[src/rtl/program_loader.sv]
// Streams a program image into the core's instruction cache, verifies its checksum,
// then enables the core and counts run cycles.
//
// state  | meaning
// IDLE   | waiting for a header word
// LOAD   | accepting instruction words, writing each to the i-cache
// CHECK  | waiting for the checksum word
// RUN    | core enabled, counting run cycles
// ERROR  | image rejected, err valid until reload
module program_loader #(
    parameter int          ADDR_W = 19,
    parameter int          DEPTH  = 1024,
    parameter logic [15:0] MAGIC  = 16'hA55A
) (
    input  logic              clk,
    input  logic              rst_n,
    input  logic              s_valid,
    output logic              s_ready,
    input  logic [31:0]       s_data,
    input  logic              reload,
    output logic [31:0]       i_instruction,
    output logic [ADDR_W-1:0] i_addr,
    output logic              i_wea,
    output logic              start,
    output logic              busy,
    output logic [1:0]        err,
    output logic [15:0]       loaded_count,
    output logic [31:0]       run_cycles
);

    localparam logic [2:0] S_IDLE  = 3'd0;
    localparam logic [2:0] S_LOAD  = 3'd1;
    localparam logic [2:0] S_CHECK = 3'd2;
    localparam logic [2:0] S_RUN   = 3'd3;
    localparam logic [2:0] S_ERROR = 3'd4;

    localparam logic [16:0] DEPTH_L = 17'(DEPTH);

    logic [2:0]  state;
    logic [15:0] n_words;
    logic [15:0] idx;
    logic [31:0] sum;
    logic [15:0] cnt;
    logic        xfer;

    assign s_ready = ((state == S_IDLE) || (state == S_LOAD) || (state == S_CHECK)) && !reload;
    assign busy    = (state == S_LOAD) || (state == S_CHECK);
    assign xfer    = s_valid && s_ready;
    assign cnt     = s_data[15:0];

    always_ff @(posedge clk or negedge rst_n) begin
        if (!rst_n) begin
            state         <= S_IDLE;
            n_words       <= '0;
            idx           <= '0;
            sum           <= '0;
            i_instruction <= '0;
            i_addr        <= '0;
            i_wea         <= 1'b0;
            start         <= 1'b0;
            err           <= 2'd0;
            loaded_count  <= '0;
            run_cycles    <= '0;
        end else begin
            i_wea <= 1'b0;
            if (reload) begin
                state <= S_IDLE;
                start <= 1'b0;
                err   <= 2'd0;
            end else begin
                case (state)
                    S_IDLE: begin
                        if (xfer) begin
                            // Magic is checked before the word count.
                            if (s_data[31:16] != MAGIC) begin
                                state <= S_ERROR;
                                err   <= 2'd1;
                            end else if ((cnt == 16'd0) || ({1'b0, cnt} > DEPTH_L)) begin
                                state <= S_ERROR;
                                err   <= 2'd2;
                            end else begin
                                n_words      <= cnt;
                                idx          <= '0;
                                sum          <= '0;
                                loaded_count <= '0;
                                run_cycles   <= '0;
                                state        <= S_LOAD;
                            end
                        end
                    end
                    S_LOAD: begin
                        if (xfer) begin
                            i_wea         <= 1'b1;
                            i_addr        <= ADDR_W'(idx);
                            i_instruction <= s_data;
                            sum           <= sum + s_data;
                            idx           <= idx + 16'd1;
                            loaded_count  <= loaded_count + 16'd1;
                            if (idx == n_words - 16'd1) begin
                                state <= S_CHECK;
                            end
                        end
                    end
                    S_CHECK: begin
                        if (xfer) begin
                            if (s_data == sum) begin
                                state      <= S_RUN;
                                start      <= 1'b1;
                                run_cycles <= '0;
                            end else begin
                                state <= S_ERROR;
                                err   <= 2'd3;
                            end
                        end
                    end
                    S_RUN: begin
                        if (start && (run_cycles != 32'hFFFF_FFFF)) begin
                            run_cycles <= run_cycles + 32'd1;
                        end
                    end
                    S_ERROR: begin
                        start <= 1'b0;
                    end
                    default: begin
                        state <= S_IDLE;
                    end
                endcase
            end
        end
    end

endmodule
[config.mk]
export PLATFORM = sky130hd
export DESIGN_NAME = program_loader
export DESIGN_NICKNAME = d
export VERILOG_FILES = /design/src/rtl/program_loader.sv
export SDC_FILE = /design/constraint.sdc
export NUM_CORES = 1
export LEC_CHECK = 0
export BUFFER_PORTS_ARGS = -buffer_cell sky130_fd_sc_hd__buf_4
export CORE_MARGIN = 5
export CORE_UTILIZATION = 50
export CTS_BUF_LIST = sky130_fd_sc_hd__clkbuf_4 sky130_fd_sc_hd__clkbuf_8 sky130_fd_sc_hd__clkbuf_16
export CTS_CLUSTER_SIZE = 14
export DETAILED_ROUTE_END_ITERATION = 10
export HOLD_SLACK_MARGIN = 0.12
export PLACE_DENSITY = 0.69
export SETUP_SLACK_MARGIN = 0.5
export SYNTH_ARGS = -nofsm -noshare
export SYNTH_HDL_FRONTEND = slang
export SYNTH_SLANG_ARGS = --single-unit
[constraint.sdc]
create_clock -name clk -period 3.35 [get_ports clk]
set_input_delay 0.5025 -clock clk [delete_from_list [all_inputs] [get_ports clk]]
set_output_delay 0.5025 -clock clk [all_outputs]
set_load 0.03 [all_outputs]
## Word level (Yosys, flattened, before mapping)

Cells that the tools add are included.

| storage, ports and cells | value |
|---|---|
| flip-flop bits (word level) | 167 |
| input bits | 36 |
| output and inout bits | 105 |
| word-level logic and storage cells | 104 |

| cells by class | value |
|---|---|
| $add $sub $neg | 5 |
| order comparisons | 1 |
| equality and inequality tests | 23 |
| multiplexer cells | 39 |
| bitwise operators | 3 |
| reductions and logical operators | 22 |

Operators by type and width:

| operator | count |
|---|---|
| $mux W32 | 7 |
| $pmux W32 S3 | 1 |
| $mux W16 | 5 |
| $pmux W16 S2 | 2 |
| $pmux W32 S2 | 1 |
| $add A16 B1 Y16 const B | 2 |
| $add A32 B1 Y32 const B | 1 |
| $add A32 B32 Y32 | 1 |
| $eq A32 B32 Y1 | 1 |
| $ne A32 B32 Y1 const B | 1 |
| $mux W3 | 8 |
| $eq A16 B16 Y1 | 1 |
| $gt A16 B11 Y1 const B | 1 |
| $logic_not A16 Y1 | 1 |
| $ne A16 B16 Y1 const B | 1 |
| $sub A16 B1 Y16 const B | 1 |
| $reduce_and A5 Y1 | 3 |
| $mux W2 | 6 |
| $ne A2 B2 Y1 const B | 6 |
| $ne A3 B3 Y1 const B | 4 |
| $pmux W3 S4 | 1 |
| $reduce_bool A3 Y1 | 3 |
| $reduce_and A8 Y1 | 1 |
| $eq A3 B2 Y1 const B | 2 |
| other kinds (17) | 32 |

## Depth between registers and ports, before layout

Gate-level depths: netlist (run 1).

| logic depth | value |
|---|---|
| word-level depth | 8 |
| gate-level depth with buffers | 12 |
| depth with buffers taken out | 10 |

## Least setup slack after synthesis (run 1)

OpenSTA, ideal clock, no wires.

| timing | value |
|---|---|
| path kind | register to register |
| start | reg state[2] |
| end | reg run_cycles[26] |
| library setup time | 0.121 ns |
| data arrival time | 2.938 ns |
| required time | 3.229 ns |
| slack | 0.290 ns |
| cell stages (with the launch flop) | 11 |
| path buffers | 2 |
| period minus slack after synthesis | 3.060 ns |
| cell sequence | dfrtp_1 > clkbuf_1 > a211oi_2 > nand2_1 > o41ai_1 > a22oi_2 > or4_1 > buf_2 > nor3_2 > xnor2_1 > nor2_1 |

| between the ends | value |
|---|---|
| word-level cells in the longest chain between the ends | 7 |
| elaborated cells on any way between the ends | 17 |
| those cells by class | eq/ne: 9; mux: 1; reduce/logical: 7 |

Ends and longest elaborated chain:

| element | line | text |
|---|---|---|
| start, declared | 39 | `logic [2:0] state;` |
| start signal, assigned | 53 | `state <= S_IDLE;` |
| start signal, assigned | 67 | `state <= S_IDLE;` |
| start signal, assigned | 76 | `state <= S_ERROR;` |
| $eq A3 B1 Y1 / $logic_not A3 Y1 (equally long branches) | 46 | `assign s_ready = ((state == S_IDLE) \|\| (state == S_LOAD) \|\| (state == S_CHECK)) && !reload;` |
| $logic_or A1 B1 Y1 | 46 |  |
| $logic_or A1 B1 Y1 (*) | 46 |  |
| $logic_and A1 B1 Y1 (*) | 46 |  |
| via s_ready | 18 | `output logic s_ready,` |
| $logic_and A1 B1 Y1 (*) | 48 | `assign xfer = s_valid && s_ready;` |
| $ne A2 B2 Y1 (no source line) | n/a |  |
| $reduce_and A8 Y1 (no source line) (*) | n/a |  |
| end signal, assigned | 118 | `run_cycles <= run_cycles + 32'd1;` |
| end, declared | 28 | `output logic [31:0] run_cycles` |

Mark *: on every way through the listed nets, which the timed path passes. The rest lies on a longest branch.
A chain may end at the register's enable or synchronous reset.

## Worst setup path in the final report (run 1)

| timing | value |
|---|---|
| start | reg sum[1] |
| end | reg run_cycles[28] |

| between the ends | value |
|---|---|
| word-level cells in the longest chain between the ends | 3 |

Ends and longest elaborated chain:

| element | line | text |
|---|---|---|
| start, declared | 42 | `logic [31:0] sum;` |
| start signal, assigned | 96 | `sum <= sum + s_data;` |
| $eq A32 B32 Y1 | 106 | `if (s_data == sum) begin` |
| $ne A2 B1 Y1 (no source line) | n/a |  |
| $reduce_and A8 Y1 (no source line) | n/a |  |

No other way between the ends.

==> results of run 1 <==
## repair_timing
action | 4_1_cts | 5_1_grt
gates resized for setup | 17 | 27
hold endpoints to repair | 50 | 0
buffers inserted | 1 | 3
setup endpoints to repair | 27 | 38
hold buffers | 1 | 0
pin swaps | 8 | 14
## Yosys cell counts, types with 7 or more instances
cell type and number:
a22o_1 7, nand3_1 38, xor2_1 45, nor4_1 17, a31oi_1 9, ha_1 35, o21ai_0 69, nor2_1 90
nand4_1 16, clkbuf_1 34, inv_1 23, or4_1 7, nor2b_1 7, nand2_1 215, nor3_1 22, and3_1 17
a21o_1 9, xnor2_1 44, or3_1 9, mux2_2 10, a21oi_1 41, o211ai_1 7, dfrtp_1 167
## kinds of logic after synthesis
group	after synthesis	synth area share (%)
AO/OA/AOI/OAI	186	12.5
XOR/XNOR	89	8.34
adder cells (fa/ha/maj)	36	4.90
buffers and inverters	70	2.98
flip-flops	167	44.7
multiplexers	13	1.53
other	1	0.0401
AND/OR/NAND/NOR	489	25.0
## sequential cells by signal (all words and copies together) (netlist names), 2 cells and up
signal	flops
n_words	16
state	3
sum	32
i_addr	16
idx	16
i_instruction	32
err	2
run_cycles	32
loaded_count	16
## worst register-to-register path, stage by stage, from the launching register on
cell and delay (ns):
dfrtp_1 0.41, ha_1 0.33, nor4_2 0.29, nand2_1 0.20, o41ai_4 0.35, a22oi_2 0.16, or4_4 0.50, buf_6 0.16
nor3_4 0.16, xnor2_1 0.13, nor2_1 0.06
## path summary, 6_finish.rpt
kind	start	endpoint	slack, ns	cells after the start
worst max-delay path	sum[1]	run_cycles[28]	0.49	10
worst min-delay path	s_data[19]	i_instruction[19]	0.29	3
worst max register to register	sum[1]	run_cycles[28]	0.49	10
worst min register to register	i_addr[10]	i_addr[10]	0.47	2
max in group asynchronous	rst_n	i_instruction[28]	1.97	3
min in group asynchronous	rst_n	i_addr[7]	0.58	2
## cell type report
class,instances,area [um2]
Fill cell,1601,6750
Multi-Input combinational cell,816,5210
Sequential cell,167,4180
Timing Repair Buffer,195,1510
Clock buffer,19,453
Tap cell,234,293
Clock inverter,13,96.3
Inverter,23,86.3
## per-stage QoR
step / worst slack, ns / util (%) / cell area, um2
global placement: 0.0528 / 59.0 / 11000
finish: 0.492 / 63.7 / 11800
CTS: 0.494 / 62.8 / 11700
detailed placement: 0.0469 / 59.0 / 11000
global route: 0.374 / 63.7 / 11800
floorplan: 0.501 / - / 9410
## metal layers
metal / GRT usage (%) / wire length (um) / up-vias / share of wire, %
met5: 0 / 0 / - / 0
met4: 5.50 / 364 / 0 / 1.5
met3: 4.04 / 910 / 24 / 3.8
met2: 37.4 / 11700 / 174 / 49
met1: 30.4 / 11100 / 3883 / 46
li1: - / - / 3994 / -
## power breakdown
group	switching [mW]	leakage, nW	internal, mW	total (mW)
Combinational	0.237	3.32	0.161	0.397
Clock	0.849	0.259	0.993	1.84
Sequential	0.0151	2.32	2.04	2.05
==> impl_metrics.env, run 1 <==
export IMPL_cts_tree="yes"
export IMPL_drtIter0Drc=471
export IMPL_io_buffers=137
export IMPL_setup_viol=0
export IMPL_synth_top_cell_by_area="dfrtp_1"
export IMPL_fin_crit_ns=2.86
export IMPL_dr_pass1_iters=5
export IMPL_maxCapViolations=0
export IMPL_place_hpwl_um=17400
export IMPL_crit_arrival_ns=3.17
export IMPL_ctsHtreeMaxLevel=4
export IMPL_fin_nets=1292
export IMPL_cp_top_family="simple AND/OR/NAND/NOR gates"
export IMPL_powerDensity_nw_per_um2=363
export IMPL_whs_ns=0.288
export IMPL_path_clk_slew_ns=0.06
export IMPL_worstPathMaxFanout=6
export IMPL_pin_count=141
export IMPL_rows=50
export IMPL_antenna_found_initial=0
export IMPL_start_util_pct=50.3
export IMPL_grt_max_degree=77
export IMPL_diodes=0
export IMPL_syn_cell_area_um2=9350
export IMPL_outcome="finished clean"
export IMPL_clock_fmax_mhz=350
export IMPL_cts_sinks=167
export IMPL_async_reset_ff_share_pct=100
export IMPL_ys_flop_type="dfrtp_1"
export IMPL_via_per_inst=5.50
export IMPL_netlist_area_leader_share_pct=44.7
export IMPL_track_usage_pct=22.4
export IMPL_mostFrequentLayoutCell="nand2_1"
export IMPL_clk_latency_ns=0.43
export IMPL_relSlewSlack_pct=47.8
export IMPL_dp_cells=1430
export IMPL_antenna_left=0
export IMPL_ir_worst_vdd_mv=0.361
export IMPL_numCtsBuffers=17
export IMPL_ys_warn_count=0
export IMPL_grt_overflow=0
export IMPL_wl_per_cell_um=16.4
export IMPL_final_cell_mix="214 x nand2_1, 186 x buf_4, 167 x dfrtp_1"
export IMPL_synth_edf_count=0
export IMPL_clock_path_buffers=2
export IMPL_drcViolationCount=0
export IMPL_grt_pass1_wl_um=39900
export IMPL_critical_path_class="register to register"
export IMPL_netlist_instances=1051
export IMPL_cts_root_buf="clkbuf_16"
export IMPL_critPathBufInv=1
export IMPL_fin_skew_ns=0.00884
export IMPL_p_leak_nw=5.89
export IMPL_timing_setup_tns_ns=0
export IMPL_start_kind="register"
export IMPL_period_share_pct=85.3
export IMPL_gp_congestion=0.909
export IMPL_worstMarginPinSlew_ns=0.782
export IMPL_crit_chain="ha_1, nor4_2, nand2_1, o41ai_4, a22oi_2, or4_4, buf_6, nor3_4, xnor2_1, nor2_1"
export IMPL_grt_pass1_vias=7915
export IMPL_ys_ff_latch=167
export IMPL_ys_types=69
export IMPL_total_power_mw=4.29
export IMPL_maxSlewViolCount=0
export IMPL_slowest_stage="or4_4"
export IMPL_cp_required_ns=3.66
export IMPL_grt_setup_unrepaired="yes"
export IMPL_die_area_um2=21500
export IMPL_fp_coreArea_um2=18600
export IMPL_area_growth_pct=26.5
export IMPL_worstHoldPathType="primary input to register"
export IMPL_syn_area_per_cell_um2=8.89
export IMPL_die_h_um=147
export IMPL_drive_above_1_share_pct=23.6
export IMPL_dr_total_vias=8075
export IMPL_synthTopCellsByArea="dfrtp_1 45%, nand2_1 8.6%, ha_1 4.7%, xor2_1 4.2%, xnor2_1 4.1%"
export IMPL_critPathMaxStageDelay_ns=0.50
export IMPL_routed_wl_um=24000
export IMPL_ys_seq_area_share_pct=44.7
export IMPL_cp_end_kind="register"
export IMPL_finalNonFillerCells=1467
export IMPL_finalHoldViolCount=0
export IMPL_die_w_um=147
Power figures use the tool's default switching activity.
==> inputs of run 2 (changes only) <==
MAX_ROUTING_LAYER = met4   (was not set)
==> impl_metrics.env, run 2 (same netlist as run 1, synthesis figures left out) <==
export IMPL_outcome="finished clean"
export IMPL_maxSlewViolCount=0
export IMPL_antenna_found_initial=0
export IMPL_rrSetupSlack_ns=0.49
export IMPL_crit_chain="ha_1, nor4_2, nand2_1, o41ai_4, a22oi_2, or4_4, buf_6, nor3_4, xnor2_1, nor2_1"
export IMPL_grt_max_degree=77
export IMPL_post_route_cell_area_um2=11800
export IMPL_ctsHtreeMaxLevel=4
export IMPL_mostFrequentLayoutCell="nand2_1"
export IMPL_grt_setup_unrepaired="yes"
export IMPL_hold_end="i_instruction[30]"
export IMPL_start_kind="register"
export IMPL_dr_total_vias=8068
export IMPL_nFillCells=1601
export IMPL_min_from="s_data[30]"
export IMPL_relSlewSlack_pct=48.3
export IMPL_pin_count=141
export IMPL_p_sw_share_pct=25.6
export IMPL_maxCapViolations=0
export IMPL_wl_per_cell_um=16.3
export IMPL_r2r_start="sum[1]"
export IMPL_cp_end_kind="register"
export IMPL_clock_path_buffers=2
export IMPL_setup_viol=0
export IMPL_die_area_um2=21500
export IMPL_period_share_pct=85.2
export IMPL_powerDensity_nw_per_um2=363
export IMPL_fin_crit_ns=2.86
export IMPL_critPathMaxStageDelay_ns=0.50
export IMPL_final_cell_mix="214 x nand2_1, 186 x buf_4, 167 x dfrtp_1"
export IMPL_cts_tree="yes"
export IMPL_dpl_worst_slack_ns=0.0469
export IMPL_worstHoldPathType="primary input to register"
export IMPL_cts_sinks=167
export IMPL_grt_pass1_vias=7920
export IMPL_diodes=0
export IMPL_drtIter0Drc=497
export IMPL_gp_congestion=0.925
export IMPL_pwr_share_seq_pct=47.8
export IMPL_drive_above_1_share_pct=23.6
export IMPL_crit_arrival_ns=3.17
export IMPL_dr_pass1_iters=4
export IMPL_min_delay_path_depth=3
export IMPL_dpl_cell_area_um2=11000
export IMPL_ir_worst_vdd_mv=0.361
export IMPL_clockPowerShare_pct=42.9
export IMPL_die_w_um=147
export IMPL_routed_wl_um=24000
export IMPL_whs_ns=0.287
export IMPL_numCtsBuffers=17
export IMPL_slowest_stage="or4_4"
export IMPL_dp_cells=1430
export IMPL_clock_fmax_mhz=350
export IMPL_multiInputGateArea_um2=5210
export IMPL_finalHoldViolCount=0
export IMPL_place_hpwl_um=17400
export IMPL_reg_largest_list="i_instruction (32), run_cycles (32), sum (32)"
export IMPL_grt_pass1_wl_um=40000
export IMPL_path_clk_slew_ns=0.07
export IMPL_fin_ws_ns=0.495
export IMPL_fin_nets=1292
export IMPL_critical_path_class="register to register"
export IMPL_ff_latch_area_um2=4180
export IMPL_start_util_pct=50.3
export IMPL_timing_setup_tns_ns=0
export IMPL_antenna_left=0
export IMPL_total_power_mw=4.29
export IMPL_track_usage_pct=23.1
export IMPL_drcViolationCount=0
export IMPL_rows=50
export IMPL_intPower_mw=3.19
export IMPL_power_switching_mw=1.10
export IMPL_die_h_um=147
export IMPL_via_per_inst=5.50
export IMPL_io_buffers=137
export IMPL_r2r_worst_path_cells=10
export IMPL_utilization_pct=63.7
export IMPL_cts_root_buf="clkbuf_16"
export IMPL_p_leak_nw=5.89
export IMPL_r2r_end="run_cycles[28]"
export IMPL_fin_skew_ns=0.00833
export IMPL_clk_latency_ns=0.43
export IMPL_finalNonFillerCells=1467
export IMPL_fp_coreArea_um2=18600
export IMPL_worstPathMaxFanout=6
export IMPL_combPwrFrac_pct=9.2
export IMPL_cp_required_ns=3.66
export IMPL_worstMarginPinSlew_ns=0.775
export IMPL_grt_overflow=0
export IMPL_area_growth_pct=26.5
==> run 2: cell counts in the layout (fill, tap and decap cells not counted) <==
No cell type changed its count.
==> run 2: worst max path at each step <==
| stage | start | end | slack [ns] | cells after the start |
|---|---|---|---|---|
| after CTS | sum[9] | run_cycles[28] | 0.49 | 11 |
| after detailed placement | s_data[13] | run_cycles[28] | 0.05 | 11 |
| after floorplan | state[2] | run_cycles[26] | 0.50 | 10 |
| final | sum[1] | run_cycles[28] | 0.49 | 10 |
| after global placement | s_data[13] | run_cycles[28] | 0.05 | 11 |
| after global routing | sum[1] | run_cycles[28] | 0.37 | 10 |
==> run 2: repair_timing <==
action                                  CTS  global route
buffers inserted                          1             3
hold endpoints to repair                 50             0
endpoints found under the setup margin   27            38
hold buffers                              1             0
gates resized for setup                  17            27
pin swaps                                 8            14
==> run 2: cell type report <==
| class | count | share of cell area, % |
|---|---|---|
| tap | 234 | 2.48 |
| inverter | 23 | 0.730 |
| clock buffer | 19 | 3.83 |
| timing repair buffer | 195 | 12.8 |
| sequential | 167 | 35.3 |
| multi-input combinational | 816 | 44.0 |
| clock inverter | 13 | 0.815 |
==> run 2: worst max-delay path, delay by kind of cell (launching register included) <==
family          cells  cell delay [ns]
compound gates      2             0.51
fa+ha+maj           1             0.33
xor+xnor            1             0.13
buf+inv             1             0.16
flops               1             0.41
simple gates        5             1.21
==> run 2: routing by layer <==
metal / vias up / track usage (%) / share of wire, % / routed length (um)
li1: 3992 / - / - / -
met1: 3889 / 30.5 / 46 / 11100
met2: 156 / 37.4 / 49 / 11700
met3: 31 / 3.82 / 3.4 / 811
met4: 0 / 5.64 / 1.6 / 378
met5: - / - / 0 / 0
==> run 2: power groups by stage <==
stage / logic (mW) / registers (mW) / clock network [mW]
after floorplan: 0.173 / 2.11 / 0
after global placement: 0.372 / 2.09 / 0
after detailed placement: 0.376 / 2.09 / 0
after CTS: 0.390 / 2.05 / 1.87
after global routing: 0.437 / 2.05 / 1.97
final: 0.397 / 2.05 / 1.84
==> inputs of run 3 (changes only) <==
clock period = 3.3 ns   (was 3.35 ns; I/O delays follow)
==> impl_metrics.env, run 3 (same netlist as run 1, synthesis figures left out) <==
export IMPL_outcome="finished clean"
export IMPL_clockPowerShare_pct=43.6
export IMPL_ir_worst_vdd_mv=0.333
export IMPL_rrSetupSlack_ns=0.40
export IMPL_pin_count=141
export IMPL_antenna_left=0
export IMPL_fp_coreArea_um2=18600
export IMPL_fin_nets=1306
export IMPL_clock_fmax_mhz=345
export IMPL_gp_congestion=0.918
export IMPL_total_power_mw=4.45
export IMPL_r2r_start="sum[7]"
export IMPL_powerDensity_nw_per_um2=362
export IMPL_start_util_pct=50.3
export IMPL_reg_largest_list="i_instruction (32), run_cycles (32), sum (32)"
export IMPL_path_clk_slew_ns=0.07
export IMPL_area_growth_pct=31.5
export IMPL_intPower_mw=3.32
export IMPL_hold_end="i_instruction[12]"
export IMPL_dp_cells=1424
export IMPL_final_cell_mix="214 x nand2_1, 192 x buf_4, 167 x dfrtp_1"
export IMPL_nFillCells=1509
export IMPL_worstPathMaxFanout=6
export IMPL_p_sw_share_pct=25.3
export IMPL_dr_total_vias=8335
export IMPL_relSlewSlack_pct=46.0
export IMPL_cts_sinks=167
export IMPL_power_switching_mw=1.13
export IMPL_worstMarginPinSlew_ns=0.809
export IMPL_p_leak_nw=6.01
export IMPL_finalNonFillerCells=1480
export IMPL_crit_chain="ha_4, nor4_4, buf_4, nand4_1, o41ai_4, a22oi_2, or4_4, buf_6, nor3_2, xnor2_1, nor2_1"
export IMPL_maxCapViolations=0
export IMPL_period_share_pct=87.9
export IMPL_setup_viol=0
export IMPL_critPathMaxStageDelay_ns=0.51
export IMPL_cts_root_buf="clkbuf_16"
export IMPL_worstHoldPathType="primary input to register"
export IMPL_die_w_um=147
export IMPL_via_per_inst=5.63
export IMPL_slowest_stage="or4_4"
export IMPL_track_usage_pct=23.9
export IMPL_grt_max_degree=77
export IMPL_pwr_share_seq_pct=46.9
export IMPL_place_hpwl_um=17500
export IMPL_die_h_um=147
export IMPL_ff_latch_area_um2=4180
export IMPL_min_from="s_data[12]"
export IMPL_fin_skew_ns=0.0142
export IMPL_maxSlewViolCount=0
export IMPL_cp_top_family="simple AND/OR/NAND/NOR gates"
export IMPL_critPathBufInv=2
export IMPL_dr_pass1_iters=8
export IMPL_routed_wl_um=25200
export IMPL_diodes=0
export IMPL_drtIter0Drc=436
export IMPL_cp_end_kind="register"
export IMPL_grt_overflow=0
export IMPL_crit_arrival_ns=3.23
export IMPL_critical_path_class="register to register"
export IMPL_combPwrFrac_pct=9.5
export IMPL_numCtsBuffers=17
export IMPL_grt_setup_unrepaired="yes"
export IMPL_wl_per_cell_um=17.0
export IMPL_io_buffers=137
export IMPL_start_kind="register"
export IMPL_r2r_end="run_cycles[30]"
export IMPL_clock_path_buffers=2
export IMPL_clk_latency_ns=0.43
export IMPL_finalHoldViolCount=0
export IMPL_min_delay_path_depth=3
export IMPL_grt_pass1_wl_um=41200
export IMPL_multiInputGateArea_um2=5490
export IMPL_antenna_found_initial=0
export IMPL_drive_above_1_share_pct=27.0
export IMPL_r2r_worst_path_cells=11
export IMPL_mostFrequentLayoutCell="nand2_1"
export IMPL_rows=50
export IMPL_die_area_um2=21500
export IMPL_cp_required_ns=3.63
export IMPL_drcViolationCount=0
export IMPL_ctsHtreeMaxLevel=4
export IMPL_fin_crit_ns=2.90
export IMPL_grt_pass1_vias=8059
export IMPL_cts_tree="yes"
==> run 3: how the worst max path moves through the flow <==
stage / startpoint / to / cells past startpoint
2_1_floorplan: s_data[1] / run_cycles[26] / 9
3_3_place_gp: s_data[16] / idx[13] / 9
3_5_place_dp: s_data[16] / idx[15] / 9
4_1_cts: sum[6] / run_cycles[26] / 11
5_1_grt: sum[3] / run_cycles[30] / 10
6_report: sum[7] / run_cycles[30] / 11
==> run 3: cell type report <==
class,instances,share of cell area [%]
sequential,167,34.0
clock buffer,19,3.68
tap,234,2.38
clock inverter,12,0.957
timing repair buffer,208,13.6
multi-input combinational,817,44.6
inverter,23,0.702
==> run 3: power by group through the flow <==
stage	combinational, mW	clock, mW	sequential, mW
CTS	0.405	1.97	2.09
floorplan	0.195	0	2.14
global placement	0.385	0	2.12
finish	0.424	1.94	2.09
detailed placement	0.390	0	2.12
global route	0.465	2.07	2.09
==> run 3: routing by layer <==
layer	routed length [um]	GRT usage [%]	up-vias	share of wire, %
met5	0	-	-	0
met2	12300	37.6	200	49
met4	375	5.93	0	1.5
met3	1090	3.76	32	4.3
met1	11400	32.7	4055	45
li1	-	-	4048	-
==> run 3: through the flow <==
stage | setup slack, ns | utilization [%] | hold WS, ns | area [um2] | setup TNS, ns
4_1_cts | 0.376 | 64.1 | 0.270 | 11900 | 0
3_5_place_dp | -0.0692 | 59.5 | 0.454 | 11100 | -0.247
3_3_place_gp | -0.0391 | 59.5 | 0.452 | 11100 | -0.146
2_1_floorplan | 0.475 | - | 0.199 | 9610 | 0
6_report | 0.399 | 66.2 | 0.279 | 12300 | 0
5_1_grt | 0.282 | 66.2 | 0.284 | 12300 | 0
==> run 3: worst reg2reg max path, cell delays in order (launching register included) <==
cell     delay [ns]
dfrtp_1        0.43
ha_4           0.28
nor4_4         0.27
buf_4          0.15
nand4_1        0.15
o41ai_4        0.31
a22oi_2        0.18
or4_4          0.51
buf_6          0.16
nor3_2         0.19
xnor2_1        0.14
nor2_1         0.05
==> run 3: repair_timing <==
action	CTS	global route
hold endpoints to repair	44	0
pin swaps	14	33
resized for setup	21	54
buffers inserted	11	11
endpoints found under the setup margin	38	52
cloned	1	1
hold buffers	1	0
